==> config.mk <==
export PLATFORM = sky130hd
export DESIGN_NAME = alu_pipe
export DESIGN_NICKNAME = d
export VERILOG_FILES = /design/src/rtl/alu_pipe.sv
export SDC_FILE = /design/constraint.sdc
export NUM_CORES = 1
export LEC_CHECK = 0
export CORE_MARGIN = 2
export CORE_UTILIZATION = 60
export CTS_BUF_LIST = sky130_fd_sc_hd__clkbuf_16
export CTS_CLUSTER_DIAMETER = 30
export DETAILED_ROUTE_END_ITERATION = 16
export PLACE_DENSITY = 0.85
export SYNTH_ARGS = -nofsm -noshare
export SYNTH_HDL_FRONTEND = slang
export SYNTH_SLANG_ARGS = --single-unit
==> constraint.sdc <==
create_clock -name clk -period 8.97 [get_ports clk]
set_input_delay 1.794 -clock clk [delete_from_list [all_inputs] [get_ports clk]]
set_output_delay 1.794 -clock clk [all_outputs]
set_load 0.005 [all_outputs]
==> src/rtl/alu_pipe.sv <==
// Two-stage pipelined ALU with valid/ready handshakes on both sides.
// S1 registers the operands; S2 evaluates, registers result and flags, and drives all outputs.
module alu_pipe #(
  parameter int WIDTH = 32,
  parameter int CNT_W = 16
) (
  input  logic             clk,
  input  logic             reset,
  input  logic             in_valid,
  output logic             in_ready,
  input  logic [2:0]       op,
  input  logic [WIDTH-1:0] a,
  input  logic [WIDTH-1:0] b,
  output logic             out_valid,
  input  logic             out_ready,
  output logic [WIDTH-1:0] result,
  output logic             carryout,
  output logic             overflow,
  output logic             zero,
  output logic             sticky_ovf,
  input  logic             clr_sticky,
  output logic [CNT_W-1:0] ops_done
);

  localparam logic [2:0] OP_ADD  = 3'd0;
  localparam logic [2:0] OP_SUB  = 3'd1;
  localparam logic [2:0] OP_XOR  = 3'd2;
  localparam logic [2:0] OP_SLT  = 3'd3;
  localparam logic [2:0] OP_AND  = 3'd4;
  localparam logic [2:0] OP_NAND = 3'd5;
  localparam logic [2:0] OP_NOR  = 3'd6;
  localparam logic [2:0] OP_OR   = 3'd7;

  // Packs {overflow, carryout, result}; SUB carry is the no-borrow flag.
  function automatic logic [WIDTH+1:0] alu_eval(
    input logic [2:0]              fop,
    input logic signed [WIDTH-1:0] x,
    input logic signed [WIDTH-1:0] y
  );
    logic [WIDTH:0]   sum_add;
    logic [WIDTH:0]   sum_sub;
    logic             ovf_add;
    logic             ovf_sub;
    logic [WIDTH-1:0] res;
    logic             c;
    logic             v;
    sum_add = {1'b0, x} + {1'b0, y};
    sum_sub = {1'b0, x} + {1'b0, ~y} + {{WIDTH{1'b0}}, 1'b1};
    ovf_add = (x[WIDTH-1] == y[WIDTH-1]) && (sum_add[WIDTH-1] != x[WIDTH-1]);
    ovf_sub = (x[WIDTH-1] != y[WIDTH-1]) && (sum_sub[WIDTH-1] != x[WIDTH-1]);
    res = '0;
    c   = 1'b0;
    v   = 1'b0;
    case (fop)
      OP_ADD: begin
        res = sum_add[WIDTH-1:0];
        c   = sum_add[WIDTH];
        v   = ovf_add;
      end
      OP_SUB: begin
        res = sum_sub[WIDTH-1:0];
        c   = sum_sub[WIDTH];
        v   = ovf_sub;
      end
      OP_XOR:  res = x ^ y;
      OP_SLT:  res = {{(WIDTH-1){1'b0}}, sum_sub[WIDTH-1] ^ ovf_sub};
      OP_AND:  res = x & y;
      OP_NAND: res = ~(x & y);
      OP_NOR:  res = ~(x | y);
      OP_OR:   res = x | y;
      default: res = '0;
    endcase
    return {v, c, res};
  endfunction

  logic                    vld_p1;
  logic [2:0]              op_p1;
  logic signed [WIDTH-1:0] a_p1;
  logic signed [WIDTH-1:0] b_p1;

  logic                    vld_p2;
  logic [WIDTH-1:0]        res_p2;
  logic                    cout_p2;
  logic                    ovf_p2;
  logic                    zero_p2;

  logic                    sticky_q;
  logic [CNT_W-1:0]        ops_cnt;

  logic                    s1_adv;
  logic                    s2_adv;
  logic                    accept;
  logic                    deliver;
  logic [WIDTH+1:0]        eval_p1;

  assign s2_adv   = !vld_p2 || out_ready;
  assign s1_adv   = !vld_p1 || s2_adv;
  assign in_ready = s1_adv && !reset;
  assign accept   = in_valid && in_ready;
  assign deliver  = vld_p2 && out_ready;
  assign eval_p1  = alu_eval(op_p1, a_p1, b_p1);

  // ---- Stage 1: operand capture ----
  always_ff @(posedge clk) begin
    if (reset) begin
      vld_p1 <= 1'b0;
    end else if (s1_adv) begin
      vld_p1 <= in_valid;
    end
    if (accept) begin
      op_p1 <= op;
      a_p1  <= a;
      b_p1  <= b;
    end
  end

  // ---- Stage 2: evaluate and register result/flags ----
  always_ff @(posedge clk) begin
    if (reset) begin
      vld_p2  <= 1'b0;
      res_p2  <= '0;
      cout_p2 <= 1'b0;
      ovf_p2  <= 1'b0;
      zero_p2 <= 1'b0;
    end else if (s2_adv) begin
      vld_p2 <= vld_p1;
      if (vld_p1) begin
        res_p2  <= eval_p1[WIDTH-1:0];
        cout_p2 <= eval_p1[WIDTH];
        ovf_p2  <= eval_p1[WIDTH+1];
        zero_p2 <= (eval_p1[WIDTH-1:0] == '0);
      end
    end
  end

  // ---- Delivery bookkeeping: sticky overflow (set beats clear) and beat counter ----
  always_ff @(posedge clk) begin
    if (reset) begin
      sticky_q <= 1'b0;
      ops_cnt  <= '0;
    end else begin
      sticky_q <= (sticky_q && !clr_sticky) || (deliver && ovf_p2);
      if (deliver) begin
        ops_cnt <= ops_cnt + CNT_W'(1);
      end
    end
  end

  assign out_valid  = vld_p2;
  assign result     = res_p2;
  assign carryout   = cout_p2;
  assign overflow   = ovf_p2;
  assign zero       = zero_p2;
  assign sticky_ovf = sticky_q;
  assign ops_done   = ops_cnt;

endmodule

==> results_dict.tcl <==
set metrics [dict create \
    reg2reg_slack_ns 4.11 \
    synth_flop_cell "edfxtp_1" \
    remaining_drc_errors 0 \
    rows 48 \
    synth_top_cell_by_area "edfxtp_1" \
    fp.dieArea_um2 18800 \
    fillCellCount 1394 \
    synth-edff-count 67 \
    total_power_mw 1.75 \
    via_per_inst 6.59 \
    cts.sinks 121 \
    first_pass_iters 9 \
    hp-class "register to register" \
    critPathMostFrequentCell "clkdlybuf4s50_1" \
    drt_iter0_drc 1254 \
    period_share 0.549 \
    regArea_um2 3090 \
    power.density_nw_per_um2 141 \
    p_sw_uw 569 \
    grtUsageTotal 0.355 \
    antenna_left 0 \
    setup_violations 0 \
    intPower_mw 1.18 \
    rsz0062_at_grt "false" \
    syn_to_final_growth_pct 17.3 \
    crit_end "in_ready" \
    htree_levels 4 \
    slowest_delay_ns 0.47 \
    ys_warn_count 0 \
    yosysTopAreaCellShare 0.190 \
    hpwl_um 23600 \
    swShare 0.325 \
    p_seq_frac 0.360 \
    die_w_um 137 \
    maxSlewHeadroom 0.229 \
    final_cell_mix "128 x nor2_1, 124 x clkdlybuf4s50_1, 104 x a21oi_1" \
    critPathCaptureType "output port" \
    ys_ff_latch 121 \
    r2r_end "zero$_SDFFE_PP0P_" \
    core_um2 17300 \
    slowest_stage "clkdlybuf4s50_1" \
    numCtsBuffers 17 \
    grt_pass1_vias 9723 \
    fin_util 0.719 \
    syn_inst 1290 \
    numPortBuffers 125 \
    fmax_mhz 203 \
    yosysUniqueCellTypes 90 \
    pwr-share-comb 0.249 \
    finClkSkew_ns 0.0103 \
    cts_tree "built" \
    layout.cells.non_filler 1604 \
    r2r.worst_path.cells 21 \
    cts_resized 0 \
    path_cells "clkdlybuf4s50_1 > nor2b_1 > a21oi_1 > clkdlybuf4s50_1" \
    cts_root_buf "clkbuf_16" \
    grt_pass1_wl_um 51500 \
    ys_async_sr_fraction 0 \
    peakVddDrop_mv 0.146 \
    die_h_um 137 \
    crit_path_start_kind "input pin" \
    antenna_cells 0 \
    avgRoutedWirePerCell_um 20.6 \
    multi_input_area_um2 6740 \
    clkTransAtPathRegs_ns 0.06 \
    tns_ns 0 \
    r2r_start "a_p1[14]$_DFFE_PP_" \
    worst_pin_slew_ns 1.15 \
    p_leak_nw 4.92 \
    maxCapViolations 0 \
    overflow 0 \
    netlist_area_um2 10600 \
    worstSetupPathType "input pin to output port" \
    synth_seq_area_share 0.292 \
    syn_avg_cell_area_um2 8.22 \
    io_pins 126 \
    cts_buffer_depth 2 \
    ctsHoldBuffers 0 \
    hold_viol_final 0 \
    clock_power_share 0.391 \
    fin_nets 1538 \
    wirelength_um 33000 \
    period_needed_ns 4.92 \
    gp_congestion 0.998 \
    report.final.slew_viol_count 0 \
    grt_max_degree 68 \
    worstPathArrival_ns 3.13 \
    place_inst 1572 \
    worst_ep_required_time_ns 7.18 \
    antenna_found_initial 0 \
    critPathMaxFanout 5 \
    outcome "finished clean" \
    final_common_cell "nor2_1" \
    clock_latency_ns 0.44 \
    start_util 0.613 \
    drive_gt1_frac 0.0587 \
    crit_path_start "out_ready" \
    vias 10600 \
    cts_setup_buffers 0 \
    postSynthNetCount 1462 \
    ys_top_cells_by_area "edfxtp_1 19%, ha_1 11%, dfxtp_1 10%" \
]
sequential cells by signal, summed over array words and instances, names as in the netlist:
signal,cells
a_p1,32
b_p1,32
carryout,1
op_p1,3
ops_done,16
out_valid,1
overflow,1
result,32
sticky_ovf,1
vld_p1,1
zero,1
per-stage QoR:
stage / setup slack, ns / instance area [um2] / hold WS [ns]
2_1_floorplan: 4.77 / 10600 / 0.448
3_3_place_gp: 4.11 / 11900 / 0.441
3_5_place_dp: 4.05 / 11900 / 0.447
4_1_cts: 4.04 / 12400 / 0.454
5_1_grt: 3.68 / 12400 / 0.484
6_report: 4.05 / 12400 / 0.452
worst min-delay path by stage:
| stage | start | to | slack (ns) | depth (start not counted) |
|---|---|---|---|---|
| after floorplan | result[26]$_SDFFE_PP0P_ | result[26]$_SDFFE_PP0P_ | 0.45 | 2 |
| final | result[26]$_SDFFE_PP0P_ | result[26]$_SDFFE_PP0P_ | 0.45 | 2 |
| after global placement | result[26]$_SDFFE_PP0P_ | result[26]$_SDFFE_PP0P_ | 0.44 | 2 |
| after detailed placement | result[26]$_SDFFE_PP0P_ | result[26]$_SDFFE_PP0P_ | 0.45 | 2 |
| after global routing | result[2]$_SDFFE_PP0P_ | result[2]$_SDFFE_PP0P_ | 0.48 | 2 |
| after CTS | result[26]$_SDFFE_PP0P_ | result[26]$_SDFFE_PP0P_ | 0.45 | 2 |
synthesized netlist by cell type, drive strengths merged, types with 14 or more instances:
| master | instances |
|---|---|
| ha | 97 |
| nand3 | 21 |
| xnor2 | 39 |
| o211ai | 20 |
| a21oi | 105 |
| o31ai | 14 |
| a221oi | 18 |
| nand2b | 24 |
| nor4 | 21 |
| o22ai | 18 |
| nand4 | 15 |
| buf | 40 |
| o21ai | 67 |
| inv | 105 |
| clkbuf | 41 |
| nor2 | 128 |
| nand2 | 96 |
| a211oi | 31 |
| nor2b | 25 |
| nor3 | 28 |
| a31oi | 15 |
| mux2i | 32 |
| edfxtp | 67 |
| dfxtp | 54 |
power groups by stage:
stage	sequential, mW	combinational, mW	clock [mW]
floorplan	0.638	0.280	0
global placement	0.639	0.413	0
detailed placement	0.641	0.418	0
CTS	0.629	0.423	0.685
global route	0.633	0.469	0.709
finish	0.630	0.436	0.683
metal layers:
metal	track usage	vias up	wire, um
met4	0.152	0	1250
met3	0.0737	122	3740
met5	0	-	0
met1	0.476	4885	13400
met2	0.555	706	14500
li1	-	4851	-
cell families (layout without fill, tap and decap cells):
group                      Yosys count  count (layout)  share of synthesized area
adders and majority gates          100             100                      0.120
muxes                               36              36                     0.0345
and+or+nand+nor                    404             404                      0.188
AOI/OAI and AO/OA                  393             393                      0.252
DFF                                121             121                      0.292
buffers and inverters              187             276                     0.0730
xor gates and xnor gates            49              49                     0.0405
worst max-delay path, delay by kind of cell:
family,cells,cell delay (ns)
AO/OA/AOI/OAI,1,0.13
AND/OR/NAND/NOR,1,0.31
buffers and inverters,2,0.88
cell type report:
class | count | area share
Clock buffer | 19 | 0.0382
Clock inverter | 13 | 0.00835
Inverter | 106 | 0.0320
Multi-Input combinational cell | 982 | 0.542
Sequential cell | 121 | 0.249
Tap cell | 225 | 0.0226
Timing Repair Buffer | 138 | 0.108
Note: power is estimated with default switching activity, not from simulation.
